==> src/rtl/ro_puf_pkg.sv <==
// rtl/ro_puf_pkg.sv - shared state encodings and sizing for the RO PUF blocks
package ro_puf_pkg;

  localparam logic [1:0] ST_IDLE  = 2'b00;
  localparam logic [1:0] ST_CLEAR = 2'b01;
  localparam logic [1:0] ST_COUNT = 2'b10;
  localparam logic [1:0] ST_DONE  = 2'b11;

  localparam int SIG_BITS = 128;

  typedef enum logic [1:0] {
    S_IDLE  = ST_IDLE,
    S_CLEAR = ST_CLEAR,
    S_COUNT = ST_COUNT,
    S_DONE  = ST_DONE
  } state_e;

endpackage

==> src/rtl/ro_counter_ctrl_if.sv <==
// rtl/ro_counter_ctrl_if.sv - race control and result signals of the RO counter block
interface ro_counter_ctrl_if #(
  parameter int SEL_W = 7
);
  logic             roen;
  logic             ro_a;
  logic             ro_b;
  logic [1:0]       counter_ctrl_state;
  logic             puf_bit;
  logic [SEL_W-1:0] ro_sel;
  logic             timeout;

  modport master (
    output roen, ro_a, ro_b,
    input  counter_ctrl_state, puf_bit, ro_sel, timeout
  );

  modport slave (
    input  roen, ro_a, ro_b,
    output counter_ctrl_state, puf_bit, ro_sel, timeout
  );
endinterface

==> src/rtl/ro_edge_sync.sv <==
// rtl/ro_edge_sync.sv - 2-flop synchroniser with registered rising-edge pulse
module ro_edge_sync (
  input  logic clk,
  input  logic rst,
  input  logic clr,
  input  logic din,
  output logic pulse
);

  logic s1, s2, prev;

  // prev always tracks s2, so clr only needs to squash a pulse already in flight.
  always_ff @(posedge clk) begin
    if (!rst) begin
      s1    <= 1'b0;
      s2    <= 1'b0;
      prev  <= 1'b0;
      pulse <= 1'b0;
    end else begin
      s1    <= din;
      s2    <= s1;
      prev  <= s2;
      pulse <= clr ? 1'b0 : (s2 & ~prev);
    end
  end

endmodule

==> src/rtl/ro_counter_ctrl.sv <==
// rtl/ro_counter_ctrl.sv - one ring-oscillator race per signature bit, reports state to the PUF controller
module ro_counter_ctrl
  import ro_puf_pkg::*;
#(
  parameter int CNT_W = 16,
  parameter int WIN_W = 20,
  parameter int SEL_W = $clog2(SIG_BITS)
) (
  input  logic               clk,
  input  logic               rst,
  ro_counter_ctrl_if.slave   bus
);

  localparam logic [CNT_W-1:0] CNT_MAX = '1;
  localparam logic [WIN_W-1:0] WIN_MAX = '1;

  state_e           state_q, state_d;
  logic [CNT_W-1:0] cnt_a, cnt_b, cnt_a_nxt, cnt_b_nxt;
  logic [WIN_W-1:0] win, win_nxt;
  logic             pulse_a, pulse_b, clr;
  logic             hit_a, hit_b, win_end;
  logic             latch_hit, latch_win, sel_adv;
  logic             puf_q, timeout_q;
  logic [SEL_W-1:0] sel_q;

  assign clr = (state_q == S_CLEAR);

  ro_edge_sync u_sync_a (.clk(clk), .rst(rst), .clr(clr), .din(bus.ro_a), .pulse(pulse_a));
  ro_edge_sync u_sync_b (.clk(clk), .rst(rst), .clr(clr), .din(bus.ro_b), .pulse(pulse_b));

  assign cnt_a_nxt = (pulse_a && cnt_a != CNT_MAX) ? cnt_a + CNT_W'(1) : cnt_a;
  assign cnt_b_nxt = (pulse_b && cnt_b != CNT_MAX) ? cnt_b + CNT_W'(1) : cnt_b;
  assign win_nxt   = win + WIN_W'(1);
  assign hit_a     = (cnt_a_nxt == CNT_MAX);
  assign hit_b     = (cnt_b_nxt == CNT_MAX);
  assign win_end   = (win_nxt == WIN_MAX);

  always_ff @(posedge clk) begin
    if (!rst) state_q <= S_IDLE;
    else      state_q <= state_d;
  end

  always_comb begin
    state_d   = state_q;
    latch_hit = 1'b0;
    latch_win = 1'b0;
    sel_adv   = 1'b0;
    case (state_q)
      S_IDLE:  if (bus.roen) state_d = S_CLEAR;
      S_CLEAR: state_d = S_COUNT;
      S_COUNT: begin
        if (!bus.roen) begin
          state_d = S_IDLE;
        end else if (hit_a || hit_b) begin
          state_d   = S_DONE;
          latch_hit = 1'b1;
        end else if (win_end) begin
          state_d   = S_DONE;
          latch_win = 1'b1;
        end
      end
      S_DONE: begin
        if (!bus.roen) begin
          state_d = S_IDLE;
          sel_adv = 1'b1;
        end
      end
      default: state_d = S_IDLE;
    endcase
  end

  // The timeout decision uses the post-increment counts so a pulse landing on the last window cycle still counts.
  always_ff @(posedge clk) begin
    if (!rst) begin
      cnt_a     <= '0;
      cnt_b     <= '0;
      win       <= '0;
      puf_q     <= 1'b0;
      timeout_q <= 1'b0;
      sel_q     <= '0;
    end else begin
      if (state_q == S_CLEAR) begin
        cnt_a     <= '0;
        cnt_b     <= '0;
        win       <= '0;
        timeout_q <= 1'b0;
      end else if (state_q == S_COUNT) begin
        cnt_a <= cnt_a_nxt;
        cnt_b <= cnt_b_nxt;
        win   <= win_nxt;
      end
      if (latch_hit) begin
        puf_q     <= hit_a & ~hit_b;
        timeout_q <= 1'b0;
      end
      if (latch_win) begin
        puf_q     <= (cnt_a_nxt > cnt_b_nxt);
        timeout_q <= 1'b1;
      end
      if (sel_adv) sel_q <= sel_q + SEL_W'(1);
    end
  end

  assign bus.counter_ctrl_state = state_q;
  assign bus.puf_bit            = puf_q;
  assign bus.timeout            = timeout_q;
  assign bus.ro_sel             = sel_q;

endmodule

==> src/flat_wrapper.sv <==
// flat-port wrapper written by rule: the top's interface ports become plain ports
module ro_counter_ctrl_flat import ro_puf_pkg::*;
#(
  parameter int CNT_W = 16,
  parameter int WIN_W = 20,
  parameter int SEL_W = $clog2(SIG_BITS)
)
  (clk, rst, bus_roen, bus_ro_a, bus_ro_b, bus_counter_ctrl_state, bus_puf_bit, bus_ro_sel, bus_timeout);
  ro_counter_ctrl_if #(.SEL_W(SEL_W)) bus_i ();
  input  logic clk;
  input  logic rst;
  input wire logic [$bits(bus_i.roen)-1:0] bus_roen;
  input wire logic [$bits(bus_i.ro_a)-1:0] bus_ro_a;
  input wire logic [$bits(bus_i.ro_b)-1:0] bus_ro_b;
  output wire logic [$bits(bus_i.counter_ctrl_state)-1:0] bus_counter_ctrl_state;
  output wire logic [$bits(bus_i.puf_bit)-1:0] bus_puf_bit;
  output wire logic [$bits(bus_i.ro_sel)-1:0] bus_ro_sel;
  output wire logic [$bits(bus_i.timeout)-1:0] bus_timeout;
  assign bus_i.roen = bus_roen;
  assign bus_i.ro_a = bus_ro_a;
  assign bus_i.ro_b = bus_ro_b;
  assign bus_counter_ctrl_state = bus_i.counter_ctrl_state;
  assign bus_puf_bit = bus_i.puf_bit;
  assign bus_ro_sel = bus_i.ro_sel;
  assign bus_timeout = bus_i.timeout;
  ro_counter_ctrl #(.CNT_W(CNT_W), .WIN_W(WIN_W), .SEL_W(SEL_W)) u_core (.clk(clk), .rst(rst), .bus(bus_i));
endmodule
==> config.mk <==
export PLATFORM = sky130hd
export DESIGN_NAME = ro_counter_ctrl_flat
export DESIGN_NICKNAME = d
export VERILOG_FILES = /design/src/rtl/ro_puf_pkg.sv /design/src/rtl/ro_counter_ctrl_if.sv /design/src/rtl/ro_edge_sync.sv /design/src/rtl/ro_counter_ctrl.sv /design/src/flat_wrapper.sv
export SDC_FILE = /design/constraint.sdc
export NUM_CORES = 1
export LEC_CHECK = 0
export ABC_CLOCK_PERIOD_IN_PS = 3500
export CORE_MARGIN = 2
export CORE_UTILIZATION = 45
export CTS_CLUSTER_DIAMETER = 80
export DETAILED_ROUTE_END_ITERATION = 6
export PLACE_DENSITY_LB_ADDON = 0.12
export SYNTH_ARGS = -nofsm -noshare
export SYNTH_HDL_FRONTEND = slang
export SYNTH_HIERARCHICAL = 1
export SYNTH_SLANG_ARGS = --single-unit
==> constraint.sdc <==
create_clock -name clk -period 3.5 [get_ports clk]
set_input_delay 0.7 -clock clk [delete_from_list [all_inputs] [get_ports clk]]
set_output_delay 0.7 -clock clk [all_outputs]
set_load 0.02 [all_outputs]
After elaboration in Yosys (flattened, before gate mapping)
Index checks and enable logic that the tools add are counted.
- add/sub/neg operators: 4
- $lt $le $gt $ge: 1
- equal/unequal tests: 11
- muxes and demuxes: 22
- bitwise operators: 7
- reductions and logical operators: 8
- operators with widths (operator ; number):
    $add 16x1->16 const B ; 2
    $eq 16x16->1 const B ; 2
    $mux 16 ; 2
    $ne 16x16->1 const B ; 2
    $add 20x1->20 const B ; 1
    $eq 20x20->1 const B ; 1
    $gt 16x16->1 ; 1
    $mux 1 ; 14
    $mux 2 ; 5
    $pmux 2 s4 ; 1
    $add 7x1->7 const B ; 1
    $eq 2x2->1 const B ; 2
    $ne 2x2->1 const B ; 2
    $ne 4x2->1 const B ; 1
    $not 1->1 ; 4
    $and 1x1->1 ; 3
    $reduce_and 3->1 ; 1
    $reduce_bool 3->1 ; 1
    $eq 2x1->1 const B ; 1
    $logic_and 1x1->1 ; 2
    $logic_not 2->1 ; 1
    $reduce_bool 2->1 ; 1
    $reduce_or 2->1 ; 1
    $logic_or 1x1->1 ; 1
- register bits after elaboration: 71
- bits of input ports: 5
- output and inout port bits: 11
- word-level logic and storage cells: 68

Logic depth before layout (Yosys ltp)
- depth after elaboration: 10
- gate-level depth with buffers: 15
- gate-level depth less buffers: 14

Cells and area by module
The synthesis kept the hierarchy.
- modules (own cells, without submodules) (module ; times used ; cells an instance ; area each (um2) ; seq. area each (um2)):
    ro_counter_ctrl ; 1 ; 526 ; 4230.3 ; 1261.2
    ro_edge_sync ; 2 ; 8 ; 111.4 ; 80.1

Least setup slack after synthesis
OpenSTA, ideal clock, no wires.
- path type: reg-to-reg
- from: reg u_core.u_sync_b.pulse
- to: reg u_core.puf_q (netlist: u_core/bus.puf_bit)
- library setup time: 0.141 ns
- data arrival time: 3.623 ns
- required time: 3.359 ns
- setup slack: -0.264 ns
- stages on the path, launching flop included: 14
- path buffers: 0
- period minus slack after synthesis: 3.764 ns
- cell sequence: dfxtp_1 -> nand4_2 -> or4_1 -> nor3b_1 -> nand3_1 -> xor2_1 -> ha_1 -> nand4_1 -> nor4_1 -> o41ai_1 -> o22ai_1 -> a311oi_1 -> a2111oi_0 -> a211oi_2
- longest elaborated chain between the ends: 8
- elaborated cells between the ends (all ways): 16
- those cells by class: order compare (1); eq/ne (1); mux (9); bitwise (2); reduce/logical (3)
- ends and longest elaborated chain (item ; RTL line ; source):
    from (decl) ; ro_edge_sync.sv:7 ; output logic pulse
    from (signal assigned) ; ro_edge_sync.sv:23 ; pulse <= clr ? 1'b0 : (s2 & ~prev);
    $logic_and 1x1->1 * ; ro_counter_ctrl.sv:32 ; assign cnt_b_nxt = (pulse_b && cnt_b != CNT_MAX) ? cnt_b + CNT_W'(1) : cnt_b;
    $mux 16 * ; ro_counter_ctrl.sv:32 ;
    $eq 16x16->1 ; ro_counter_ctrl.sv:35 ; assign hit_b = (cnt_b_nxt == CNT_MAX);
    $logic_or 1x1->1 ; ro_counter_ctrl.sv:54 ; end else if (hit_a || hit_b) begin
    $mux 1 ; ro_counter_ctrl.sv:54 ;
    $mux 1 ; ro_counter_ctrl.sv:52 ; if (!bus.roen) begin
    $mux 1 ; ro_counter_ctrl.sv:48 ; case (state_q)
    $mux 1 / $reduce_bool 2->1 (equally long branches) ; -- ;
    to (signal assigned) ; ro_counter_ctrl.sv:93 ; puf_q <= hit_a & ~hit_b;
    to (signal assigned) ; ro_counter_ctrl.sv:97 ; puf_q <= (cnt_a_nxt > cnt_b_nxt);
    to (decl) ; ro_counter_ctrl.sv:23 ; logic puf_q, timeout_q;
Every way passes the cells marked *; elsewhere a longest branch is shown, timed or not. The select of a mux whose other input is x is not followed.
A chain may end at the register's enable or synchronous reset.

Worst setup path after layout
- from: reg u_core.cnt_a[0]
- to: reg u_core.puf_q (netlist: u_core/bus.puf_bit)
- longest elaborated chain between the ends: 9
- elaborated cells between the ends (all ways): 17
- those cells by class: add/sub (1); order compare (1); eq/ne (2); mux (9); bitwise (1); reduce/logical (3)
- ends and longest elaborated chain (item ; RTL line ; source):
    from (decl) ; ro_counter_ctrl.sv:18 ; logic [CNT_W-1:0] cnt_a, cnt_b, cnt_a_nxt, cnt_b_nxt;
    from (signal assigned) ; ro_counter_ctrl.sv:88 ; cnt_a <= cnt_a_nxt;
    branches (longest 2 deep; another with $add 16x1->16) ; -- ;
    $mux 16 * ; ro_counter_ctrl.sv:31 ; assign cnt_a_nxt = (pulse_a && cnt_a != CNT_MAX) ? cnt_a + CNT_W'(1) : cnt_a;
    via u_core.cnt_a_nxt[5] ; ro_counter_ctrl.sv:18 ;
    $eq 16x16->1 ; ro_counter_ctrl.sv:34 ; assign hit_a = (cnt_a_nxt == CNT_MAX);
    $logic_or 1x1->1 ; ro_counter_ctrl.sv:54 ;
    $mux 1 ; ro_counter_ctrl.sv:54 ;
    $mux 1 ; ro_counter_ctrl.sv:52 ;
    $mux 1 ; ro_counter_ctrl.sv:48 ;
    $mux 1 / $reduce_bool 2->1 (equally long branches) ; -- ;
Mark *: on every way through the listed nets, which the timed path passes. The select of a mux whose other input is x is not followed.

==> run_results.csv <==
group,metric,value,unit
status,status,"completed",
synthesis,seq_area_frac_synth,31.9,%
clock_network,cts_tree,"built",
setup_path,r2r-end,"u_core/bus.puf_bit",
route,postRouteAntennaNets,0,
setup_path,r2r_cells,16,
floorplan,core_area,0.00968,mm2
placement,dp.cells,698,
route,top_layer,"met4",
floorplan,die_w,103,um
route,wl,11.1,mm
min_path,hold_class,"reg -> reg",
global_routing,antenna_found_initial,0,
sta,setup_violations,0,
clock_network,clockRootBuffer,"clkbuf_8",
route,vias,3988,
sta,timing.fmax,0.307,GHz
sta,clock_skew,0.0131,ns
route,routedWlPerCell,15.5,um
placement,gp_congestion,0.866,
power,pwr-share-seq,48.9,%
sta,worst_slack,0.239,ns
sta,slew-limit-headroom,54.7,%
setup_path,crit_type,"reg -> reg",
setup_path,worstPathMaxFanout,5,
setup_path,cp.required,3.74,ns
route,met1Wirelength,5.20,mm
setup_path,startpoint,"u_core/cnt_a[0]",
route,wl_met2,5.29,mm
route,drcViolationCount,0,
power,p_leak,0.00189,uW
setup_path,r2r_slack,0.24,ns
placement,post-dp-hpwl,7.87,mm
run,maxCapViolations,0,
route,dr.pass1.iters,4,
floorplan,io_pins,16,
clock_network,htreeDepth,3,
clock_network,cts_buffer_depth,2,
synthesis,synthCells,542,
power,vdd_drop_max,0.000246,V
clock_network,insertion_delay,0.36,ns
power,p_sw_share,25.1,%
global_routing,grt_max_degree,36,
route,wl_met3,445,um
clock_network,clk_pin_slew,0.09,ns
setup_path,cp.arrival,3.50,ns
power,comb_power_share,5.1,%
floorplan,die-area,0.0107,mm2
sta,finalSetupTns,0,ns
global_routing,grt_use_total,21.6,%
synthesis,ys.flop_type,"dfxtp_1",
sta,drv_slew,0,
synthesis,synth_edf_count,0,
placement,pre_cts_slack,-0.112,ns
sta,tightest_slew,0.677,ns
setup_path,critPathCaptureType,"flip-flop",
route,viasPerCell,5.57,
clock_network,clkSinkCount,71,
placement,numPortBuffers,15,
final_layout,fillCellCount,903,
clock_network,cts-buffers-inserted,9,
power,clkPwrFrac,46.1,%
setup_path,startpoint_type,"flip-flop",
sta,hold_viol_final,0,
final_layout,stdcell_count,716,
setup_path,endpoint,"u_core/bus.puf_bit",
route,drt_iter0_markers,241,
synthesis,async_flop_share,0,%
synthesis,avgSynthCellArea,8.22,um2
setup_path,critPathSlowestCell,"ha_1",
setup_path,slowest_delay,0.33,ns
synthesis,synth_fp_nets,567,
synthesis,ys_warn_count,6,
synthesis,yosysUniqueCellTypes,60,
floorplan,die_h,103,um
global_routing,grt_pass1_wl,18.0,mm
final_layout,n_antenna_cell,0,
power,intPower,1260,uW
synthesis,syn_area,0.00445,mm2
floorplan,start_util,46.0,%
global_routing,grt_pass1_vias,3682,
global_routing,grt_overflow,0,
setup_path,critical_path.cell_chain,"ha_1, and4_1, and3_1, a21boi_1, buf_4, nand4_1, xnor2_1, ha_1, nand4_1, nor4_2, buf_4, nand2_1, o22ai_1, a311oi_1, a2111oi_2, a211oi_2",
final_layout,fin_nets,603,
floorplan,rows,36,
synthesis,synth_seq_cells,71,
final_layout,final_layout_size_suffix_gt1_share,15.1,%
power,power_density,321,mW/mm2
sta,min_period_over_period,93.2,%
power,switchingPower,423,uW
sta,fin_crit,3.26,ns
setup_path,rr_startpoint,"u_core/cnt_a[0]",
final_layout,area_growth_syn_to_layout,17.5,%
[what timing repair did]
item,CTS,global route
setup buffers,0,2
pin swaps,0,6
resized for setup,3,11
endpoints found under the setup margin,1,1
hold buffers,0,0
[cell usage after synthesis, drive strengths merged, types with 2 or more instances]
cell type | instances | area share (%)
a2111oi | 3 | 0.59
a211oi | 7 | 1.7
a21o | 2 | 0.34
a21oi | 20 | 2.2
and2 | 9 | 1.3
and3 | 11 | 1.6
and4 | 11 | 2.3
and4bb | 2 | 0.56
buf | 2 | 0.34
clkbuf | 31 | 3.7
dfxtp | 71 | 32
ha | 20 | 5.6
inv | 10 | 0.84
mux2i | 3 | 0.67
nand2 | 46 | 3.9
nand2b | 5 | 0.70
nand3 | 28 | 3.1
nand4 | 37 | 5.7
nor2 | 75 | 6.3
nor2b | 2 | 0.28
nor3 | 13 | 1.5
nor4 | 9 | 1.3
o211ai | 3 | 0.51
o21ai | 11 | 1.2
o22ai | 4 | 0.56
o41ai | 2 | 0.56
or3 | 4 | 0.59
or4 | 3 | 0.59
xnor2 | 35 | 6.9
xor2 | 43 | 8.5
[critical path: cells and delay by family (launching register included)]
kind,cells,cell delay [ns]
flip-flops,1,0.32
AND/OR/NAND/NOR,6,1.04
XOR/XNOR,1,0.18
AO/OA/AOI/OAI,5,0.75
buffers and inverters,2,0.33
adder cells (fa/ha/maj),2,0.53
[placed cells by master, fill, tap and decap left out, types with 5 or more instances in the layout]
| master | n |
|---|---|
| and4_1 | 9 |
| nand2_1 | 45 |
| clkdlybuf4s50_1 | 15 |
| nor3_1 | 13 |
| clkbuf_8 | 9 |
| nor2_1 | 75 |
| xnor2_1 | 34 |
| inv_1 | 10 |
| xor2_1 | 43 |
| nor4_1 | 7 |
| o21ai_0 | 10 |
| nand3_1 | 27 |
| buf_4 | 43 |
| nand2b_1 | 5 |
| and2_1 | 9 |
| dfxtp_1 | 69 |
| and3_1 | 10 |
| ha_1 | 19 |
| nand4_1 | 35 |
| a21oi_1 | 20 |
[flip-flops by register name (all words and copies together) (netlist names), 2 cells and up]
register / count
u_core/bus.counter_ctrl_state: 2
u_core/bus.ro_sel: 7
u_core/cnt_a: 16
u_core/cnt_b: 16
u_core/win: 20
[area by class of cell]
cell class                      count  area [um2]  share of cell area [%]
Clock buffer                        9         124                    2.37
Multi-Input combinational cell    427        2900                    55.4
Timing Repair Buffer               58         473                    9.04
Tap cell                          133         166                    3.18
Sequential cell                    71        1420                    27.2
Inverter                           11        41.3                   0.789
Clock inverter                      7         103                    1.96
[worst min-delay path by stage]
stage	from	endpoint	slack, ns	cells past startpoint
finish	u_core/u_sync_a/s1	u_core/u_sync_a/s2	0.43	1
global route	u_core/u_sync_a/s1	u_core/u_sync_a/s2	0.45	1
CTS	u_core/u_sync_a/s1	u_core/u_sync_a/s2	0.44	1
detailed placement	u_core/u_sync_a/s1	u_core/u_sync_a/s2	0.42	1
global placement	u_core/u_sync_a/s1	u_core/u_sync_a/s2	0.41	1
floorplan	u_core/u_sync_a/s1	u_core/u_sync_a/s2	0.41	1
[per-layer routing]
metal  vias up  track usage [%]
met3        15             4.17
met4         0             7.89
li1       1992                -
met1      1904             29.2
met2        77             34.4
met5         -                0
[per-stage QoR]
stage,total power [uW],utilization (%),area (um2),hold slack [ns]
after floorplan,889,-,4470,0.406
after global placement,922,50.8,4920,0.407
after detailed placement,923,50.8,4920,0.417
after CTS,1700,53.3,5160,0.438
after global routing,1750,54.0,5230,0.454
final,1680,54.0,5230,0.434
[power by group through the flow]
| stage | Clock, uW | Sequential [uW] | Combinational, uW |
|---|---|---|---|
| finish | 774 | 822 | 85.0 |
| global route | 832 | 823 | 94.3 |
| global placement | 0 | 840 | 82.3 |
| CTS | 798 | 822 | 83.7 |
| floorplan | 0 | 841 | 48.0 |
| detailed placement | 0 | 840 | 82.8 |
[kinds of logic after synthesis]
logic type | count (synthesis) | synth area share, %
flip-flops | 71 | 31.9
AND/OR/NAND/NOR | 258 | 30.1
buffers and inverters | 44 | 5.00
XOR/XNOR | 78 | 15.3
multiplexers | 4 | 0.927
AO/OA/AOI/OAI | 66 | 10.8
adder cells (fa/ha/maj) | 21 | 5.84
Power figures use the tool's default switching activity.
